`config.mk`:
```
export PLATFORM = sky130hd
export DESIGN_NAME = ysyx_22050710_dmem_bridge
export DESIGN_NICKNAME = d
export VERILOG_FILES = /design/src/rtl/ysyx_22050710_pkg.sv /design/src/rtl/ysyx_22050710_dmem_align.sv /design/src/rtl/ysyx_22050710_dmem_bridge.sv
export SDC_FILE = /design/constraint.sdc
export NUM_CORES = 1
export LEC_CHECK = 0
export BUFFER_PORTS_ARGS = -buffer_cell sky130_fd_sc_hd__buf_2
export CORE_AREA = 5 5 154 156
export CTS_BUF_LIST = sky130_fd_sc_hd__clkbuf_8
export DETAILED_ROUTE_END_ITERATION = 6
export DIE_AREA = 0 0 159 161
export PLACE_DENSITY = 0.95
export SLEW_MARGIN = 20
export SYNTH_ARGS = -nofsm -noshare
export SYNTH_HDL_FRONTEND = slang
export SYNTH_SLANG_ARGS = --single-unit
```
`constraint.sdc`:
```
create_clock -name i_clk -period 6 [get_ports i_clk]
set_clock_uncertainty 0.1 [all_clocks]
set_input_delay 0.3 -clock i_clk [delete_from_list [all_inputs] [get_ports i_clk]]
set_output_delay 0.3 -clock i_clk [all_outputs]
set_load 0.02 [all_outputs]
```
`src/rtl/ysyx_22050710_pkg.sv`:
```
// rtl/ysyx_22050710_pkg.sv - shared MemOP, size-mask and FSM definitions for the dmem bridge
package ysyx_22050710_pkg;

    localparam logic [2:0] MEMOP_DWORD   = 3'b110;
    localparam logic [2:0] MEMOP_ILLEGAL = 3'b111;

    localparam logic [7:0] SIZE_MASK_B = 8'h01;
    localparam logic [7:0] SIZE_MASK_H = 8'h03;
    localparam logic [7:0] SIZE_MASK_W = 8'h0F;
    localparam logic [7:0] SIZE_MASK_D = 8'hFF;

    typedef enum logic [1:0] {
        ST_IDLE,
        ST_REQ,
        ST_WAIT_R,
        ST_RESP
    } state_e;

    // Byte-lane mask for an access size; the illegal encoding enables no lanes.
    function automatic logic [7:0] size_mask(input logic [2:0] memop);
        case (memop[2:1])
            2'b00:   size_mask = SIZE_MASK_B;
            2'b01:   size_mask = SIZE_MASK_H;
            2'b10:   size_mask = SIZE_MASK_W;
            default: size_mask = (memop == MEMOP_ILLEGAL) ? 8'h00 : SIZE_MASK_D;
        endcase
    endfunction

    function automatic logic access_error(input logic [2:0] memop, input logic [2:0] off);
        case (memop[2:1])
            2'b00:   access_error = 1'b0;
            2'b01:   access_error = off[0];
            2'b10:   access_error = (off[1:0] != 2'b00);
            default: access_error = (memop == MEMOP_ILLEGAL) || (off != 3'b000);
        endcase
    endfunction

endpackage

```
`src/rtl/ysyx_22050710_dmem_align.sv`:
```
// rtl/ysyx_22050710_dmem_align.sv - byte-lane shift for store data/mask and load extraction
module ysyx_22050710_dmem_align
    import ysyx_22050710_pkg::*;
(
    input  logic [2:0]  i_off,
    input  logic [2:0]  i_memop,
    input  logic [63:0] i_wdata,
    input  logic [63:0] i_rdata,
    output logic [7:0]  o_wmask,
    output logic [63:0] o_wdata,
    output logic [63:0] o_rdata
);

    logic [7:0]  size;
    logic [5:0]  bit_sh;
    logic [63:0] size_bits;
    logic [63:0] lane_bits;

    always_comb begin
        size      = size_mask(i_memop);
        bit_sh    = {i_off, 3'b000};
        o_wmask   = size << i_off;
        size_bits = '0;
        lane_bits = '0;
        for (int i = 0; i < 8; i++) begin
            size_bits[i*8 +: 8] = {8{size[i]}};
            lane_bits[i*8 +: 8] = {8{o_wmask[i]}};
        end
        o_wdata = (i_wdata << bit_sh) & lane_bits;
        o_rdata = (i_rdata >> bit_sh) & size_bits;
    end

endmodule

```
`src/rtl/ysyx_22050710_dmem_bridge.sv`:
```
// rtl/ysyx_22050710_dmem_bridge.sv - multi-cycle load/store bridge from execute stage to data memory
module ysyx_22050710_dmem_bridge
    import ysyx_22050710_pkg::*;
#(
    parameter int ADDR_W = 64,
    parameter int DATA_W = 64
) (
    input  logic              i_clk,
    input  logic              i_rst_n,
    input  logic              i_req_valid,
    output logic              o_req_ready,
    input  logic              i_wen,
    input  logic [ADDR_W-1:0] i_addr,
    input  logic [DATA_W-1:0] i_wdata,
    input  logic [2:0]        i_MemOP,
    output logic              o_resp_valid,
    output logic [DATA_W-1:0] o_rdata,
    output logic              o_resp_err,
    output logic              o_mem_valid,
    input  logic              i_mem_ready,
    output logic              o_mem_wen,
    output logic [ADDR_W-1:0] o_mem_addr,
    output logic [DATA_W-1:0] o_mem_wdata,
    output logic [7:0]        o_mem_wmask,
    input  logic              i_mem_rvalid,
    input  logic [DATA_W-1:0] i_mem_rdata
);

    state_e            state_q, state_d;
    logic              wen_q, wen_d;
    logic [ADDR_W-1:0] addr_q, addr_d;
    logic [DATA_W-1:0] wdata_q, wdata_d;
    logic [2:0]        memop_q, memop_d;
    logic              err_q, err_d;
    logic [DATA_W-1:0] rdata_q, rdata_d;

    logic [7:0]        al_wmask;
    logic [63:0]       al_wdata;
    logic [63:0]       al_rdata;
    logic              in_req;
    logic              drive_store;

    // Everything is derived from the latched request, so memory outputs never
    // depend combinationally on i_mem_ready / i_mem_rvalid.
    ysyx_22050710_dmem_align u_align (
        .i_off   (addr_q[2:0]),
        .i_memop (memop_q),
        .i_wdata (wdata_q),
        .i_rdata (i_mem_rdata),
        .o_wmask (al_wmask),
        .o_wdata (al_wdata),
        .o_rdata (al_rdata)
    );

    always_comb begin
        state_d = state_q;
        wen_d   = wen_q;
        addr_d  = addr_q;
        wdata_d = wdata_q;
        memop_d = memop_q;
        err_d   = err_q;
        rdata_d = rdata_q;
        case (state_q)
            ST_IDLE: begin
                if (i_req_valid) begin
                    wen_d   = i_wen;
                    addr_d  = i_addr;
                    wdata_d = i_wdata;
                    memop_d = i_MemOP;
                    err_d   = access_error(i_MemOP, i_addr[2:0]);
                    if (access_error(i_MemOP, i_addr[2:0])) begin
                        rdata_d = '0;
                        state_d = ST_RESP;
                    end else begin
                        state_d = ST_REQ;
                    end
                end
            end
            ST_REQ: begin
                if (i_mem_ready) begin
                    if (wen_q) begin
                        state_d = ST_RESP;
                    end else if (i_mem_rvalid) begin
                        rdata_d = al_rdata;
                        state_d = ST_RESP;
                    end else begin
                        state_d = ST_WAIT_R;
                    end
                end
            end
            ST_WAIT_R: begin
                if (i_mem_rvalid) begin
                    rdata_d = al_rdata;
                    state_d = ST_RESP;
                end
            end
            default: begin
                err_d   = 1'b0;
                state_d = ST_IDLE;
            end
        endcase
    end

    always_ff @(posedge i_clk) begin
        if (!i_rst_n) begin
            state_q <= ST_IDLE;
            wen_q   <= 1'b0;
            addr_q  <= '0;
            wdata_q <= '0;
            memop_q <= 3'b000;
            err_q   <= 1'b0;
            rdata_q <= '0;
        end else begin
            state_q <= state_d;
            wen_q   <= wen_d;
            addr_q  <= addr_d;
            wdata_q <= wdata_d;
            memop_q <= memop_d;
            err_q   <= err_d;
            rdata_q <= rdata_d;
        end
    end

    assign in_req       = (state_q == ST_REQ);
    assign drive_store  = in_req && wen_q;
    assign o_req_ready  = (state_q == ST_IDLE);
    assign o_resp_valid = (state_q == ST_RESP);
    assign o_resp_err   = err_q;
    assign o_rdata      = rdata_q;
    assign o_mem_valid  = in_req;
    assign o_mem_wen    = drive_store;
    assign o_mem_addr   = {addr_q[ADDR_W-1:3], 3'b000};
    assign o_mem_wmask  = drive_store ? al_wmask : 8'h00;
    assign o_mem_wdata  = drive_store ? al_wdata : '0;

endmodule

```
==> flow_results.org <==
** Synth
- Instance count of the mapped netlist :: 1356
- Number of warning messages in the yosys log :: 0
- Post-synth EDFFs :: 0
- The cell area that synthesis handed to floorplanning was 0.0115 mm².
- In the synthesized netlist, the cells that appear most often are nand2_1, dfxtp_1, a21boi_0.
- Counting flops and latches in the post-synthesis netlist gives 199.
- Count leader, synth :: nand2_1
- In the synthesized netlist the async set-or-reset flop fraction comes to 0%.
- Ranked by total cell area, the synthesized netlist is headed by dfxtp_1, nand2_1, a21boi_0.
- After synthesis, the largest area contributor takes up 34.7% of total cell area.
- Synthesized area per cell :: 8.48 µm²
- The most used flip-flop cell after synthesis is dfxtp_1.
- Number of different library cells in the post-synthesis netlist :: 49
- Top cell type by total area after synthesis :: dfxtp_1
- Fraction of the yosys area taken by sequential cells :: 34.7%

** Global route
- Entering global routing, the biggest net connects 95 pins.
- The initial antenna violation count is 1.
- The number of global-route vias before repair is 12200.
- Aggregate global-route resource usage :: 32.1%
- Global-route wire length before repair :: 66800 µm
- Congestion Overflow GR :: 0

** Floorplan
- The die covers 0.0256 mm².
- Pin placement for this block handled 406 I/O pins.
- Initial standard-cell utilization of the core :: 51.7%
- Core ar. :: 0.0222 mm²
- Die width :: 159 µm
- Number of rows in the core area :: 55
- Die Height :: 161 µm

** Worst setup path
- STA puts the critical path data required time at 5.60 ns.
- Largest fanout on the critical path :: 60
- CP endpoint kind :: output port
- Critical Path Start :: addr_q[0]
- Startpoint class of the critical path :: register
- Reg2Reg Setup Slack :: 3.03 ns
- Data on the critical path arrives at its endpoint at 3.64 ns.
- The worst setup path is of the reg -> out kind.
- Launching point of the worst reg2reg path :: state_q[1]

** STA
- The routed design could run at a clock period as short as 4.04 ns.
- Final hold violation count :: 0
- Summed over all failing endpoints, the final setup total negative slack is 0 ns.
- The number of max-slew violations in the final report is 0.
- Setup repair after global routing left no endpoint under its margin.
- In this run the tightest slew margin relative to its limit is 25.4%.
- Max Fclk :: 247 MHz
- The final critical path takes up 67.4% of the cycle.
- Slew at the pin closest to its max-slew limit :: 1.12 ns
- Setup violations remaining at the end of the flow were counted as 0.

** Drt
- DRC violations left :: 0
- In the final routed layout, each cell accounts on average for 21.3 µm.
- Summing over every cut layer, the via total after detailed routing is 12000.
- Overall routed net length :: 43400 µm
- TritonRoute pass-1 iters :: 6
- Dividing the detail-routed via count by the number of cells gives 5.86.
- Number of DRC violations after detailed-routing iteration 0 :: 1365
- Number of nets still failing antenna checks after routing :: 0

** Worst hold path
- HP Class :: in -> reg
- Hold wc startpoint :: i_addr[0]

** Cells and area
- After the last flow step, the layout net total stands at 1946.
- Fill cells in the final layout number 1692.
- The finished cells cover 0.0147 mm².
- Layout area overhead :: 28.1%
- The finished layout holds 2038 standard cells, fillers aside.
- Summing all multi-input logic gate instances after layout gives 0.00652 mm².
- Area occupied by registers :: 0.00400 mm²
- In the final layout, the share of cells above drive strength 1 is 29.5%.
- At the end of the flow the core is filled with cells to 66.2%.

** Clock network
- Clock-pin slew was measured on the worst setup and hold paths at 0.10 ns.
- The longest clock path from root to sink contains 2 buffers.
- Latest clock arrival within the worst-skew pair :: 0.46 ns
- For this design, the sink count on the clock tree is 199.
- The tree is rooted in a clkbuf_8.
- Number of buffers inserted to repair setup after CTS :: 0
- TritonCTS created 17 clock buffers.
- H-tree depth reported by CTS :: 4
- Clock tree from TritonCTS :: yes

** Status
- The run finished with clean final reports.

** Placement
- Placed instance count :: 1877
- The congestion estimate from routability-driven global placement came to 0.944.
- IO buf count :: 402
- Summed over all nets, the half-perimeter wirelength after detailed placement is 29700 µm.
- The placed instances occupy a cell area of 0.0130 mm².

** Pwr
- Dividing total power by cell area gives a power density of 309 mW/mm².
- PnR Total Power :: 4.54 mW
- In this run the static leakage power is 6.16 nW.
- VDD sags by at most 244 µV.

** Run
- The tool flagged a number of max-cap violations equal to 0.
==> flip-flops by register name (all words and copies together) (netlist names) <==
signal	count
addr_q	64
memop_q	3
o_rdata	64
o_resp_err	1
state_q	2
wdata_q	64
wen_q	1
==> cell usage in the layout, fill, tap and decap left out, types with 3 or more instances in the layout <==
cell type and count:
dfxtp_1 196, o22ai_1 26, clkbuf_8 17, o21ai_0 26, clkinv_8 3, nand3_1 30, and2_1 17, conb_1 3
or3_1 10, a21oi_1 27, a22o_1 16, mux4_2 40, nand2b_1 3, inv_8 3, inv_1 15, a22oi_1 17
clkinv_4 4, a21boi_1 5, nor2_1 63, dlygate4sd3_1 128, a211oi_1 9, buf_2 401, nand2_1 328, a21boi_0 161
mux2i_1 104, mux2_2 16, dfxtp_4 3, buf_4 12, o2bb2ai_1 16, ha_1 6, nor2b_1 12
==> cells by family (layout without fill, tap and decap cells) <==
kind of cell,after synthesis,count (layout),synth area share (%)
other cells,1,4,0.0326
mux,160,160,18.5
buf+inv,193,587,8.98
fa+ha+maj,6,6,0.653
compound gates,315,315,19.6
flops,199,199,34.7
simple gates,482,482,17.6
==> per-stage QoR <==
step / hold slack (ns) / setup WS [ns]
4_1_cts: 0.00702 / 1.99
5_1_grt: 0.0193 / 1.72
3_3_place_gp: 0.345 / 2.57
6_report: 0.0442 / 1.96
3_5_place_dp: 0.346 / 2.53
2_1_floorplan: 0.341 / 3.41
==> power breakdown <==
group | switching, mW | internal, mW
registers | 0.227 | 1.51
clock network | 0.549 | 0.357
logic | 1.21 | 0.691
total | 1.99 | 2.55
==> worst max-delay path, cell delays in order (launching register included) <==
cell       delay, ns
dfxtp_4         0.73
buf_4           0.66
nand2_1         0.11
nor2_1          0.17
nor4_1          0.07
a2111oi_2       1.01
and2_1          0.25
buf_2           0.17
==> layer usage <==
metal | part of all wire, % | GRT usage (%) | wire [µm] | vias to the layer above
met5 | 0 | 0 | 0 | -
met1 | 36 | 37.3 | 15500 | 5494
met3 | 9.4 | 7.22 | 4080 | 203
met4 | 6.2 | 17.3 | 2700 | 0
li1 | - | - | - | 5405
met2 | 49 | 55.3 | 21100 | 850
==> layout make-up <==
type	instances	share of cell area, %
Multi-Input combinational cell	966	44.3
Clock buffer	17	1.59
Tap cell	285	2.42
Clock inverter	15	1.26
Sequential cell	199	27.1
Timing Repair Buffer	541	23.0
Inverter	14	0.357
Antenna cell	1	0.0170
==> timing repair <==
action	4_1_cts	5_1_grt
endpoints found under the hold margin	128	0
resized for setup	0	0
hold buffers	128	0
==> final timing paths <==
kind                     endpoint  cells past startpoint
setup / recovery  o_mem_wdata[32]                      7
hold / removal          addr_q[0]                      3
setup reg to reg      o_rdata[27]                      7
hold reg to reg       o_rdata[52]                      2
No activity file was read; power rests on OpenSTA's default activity.
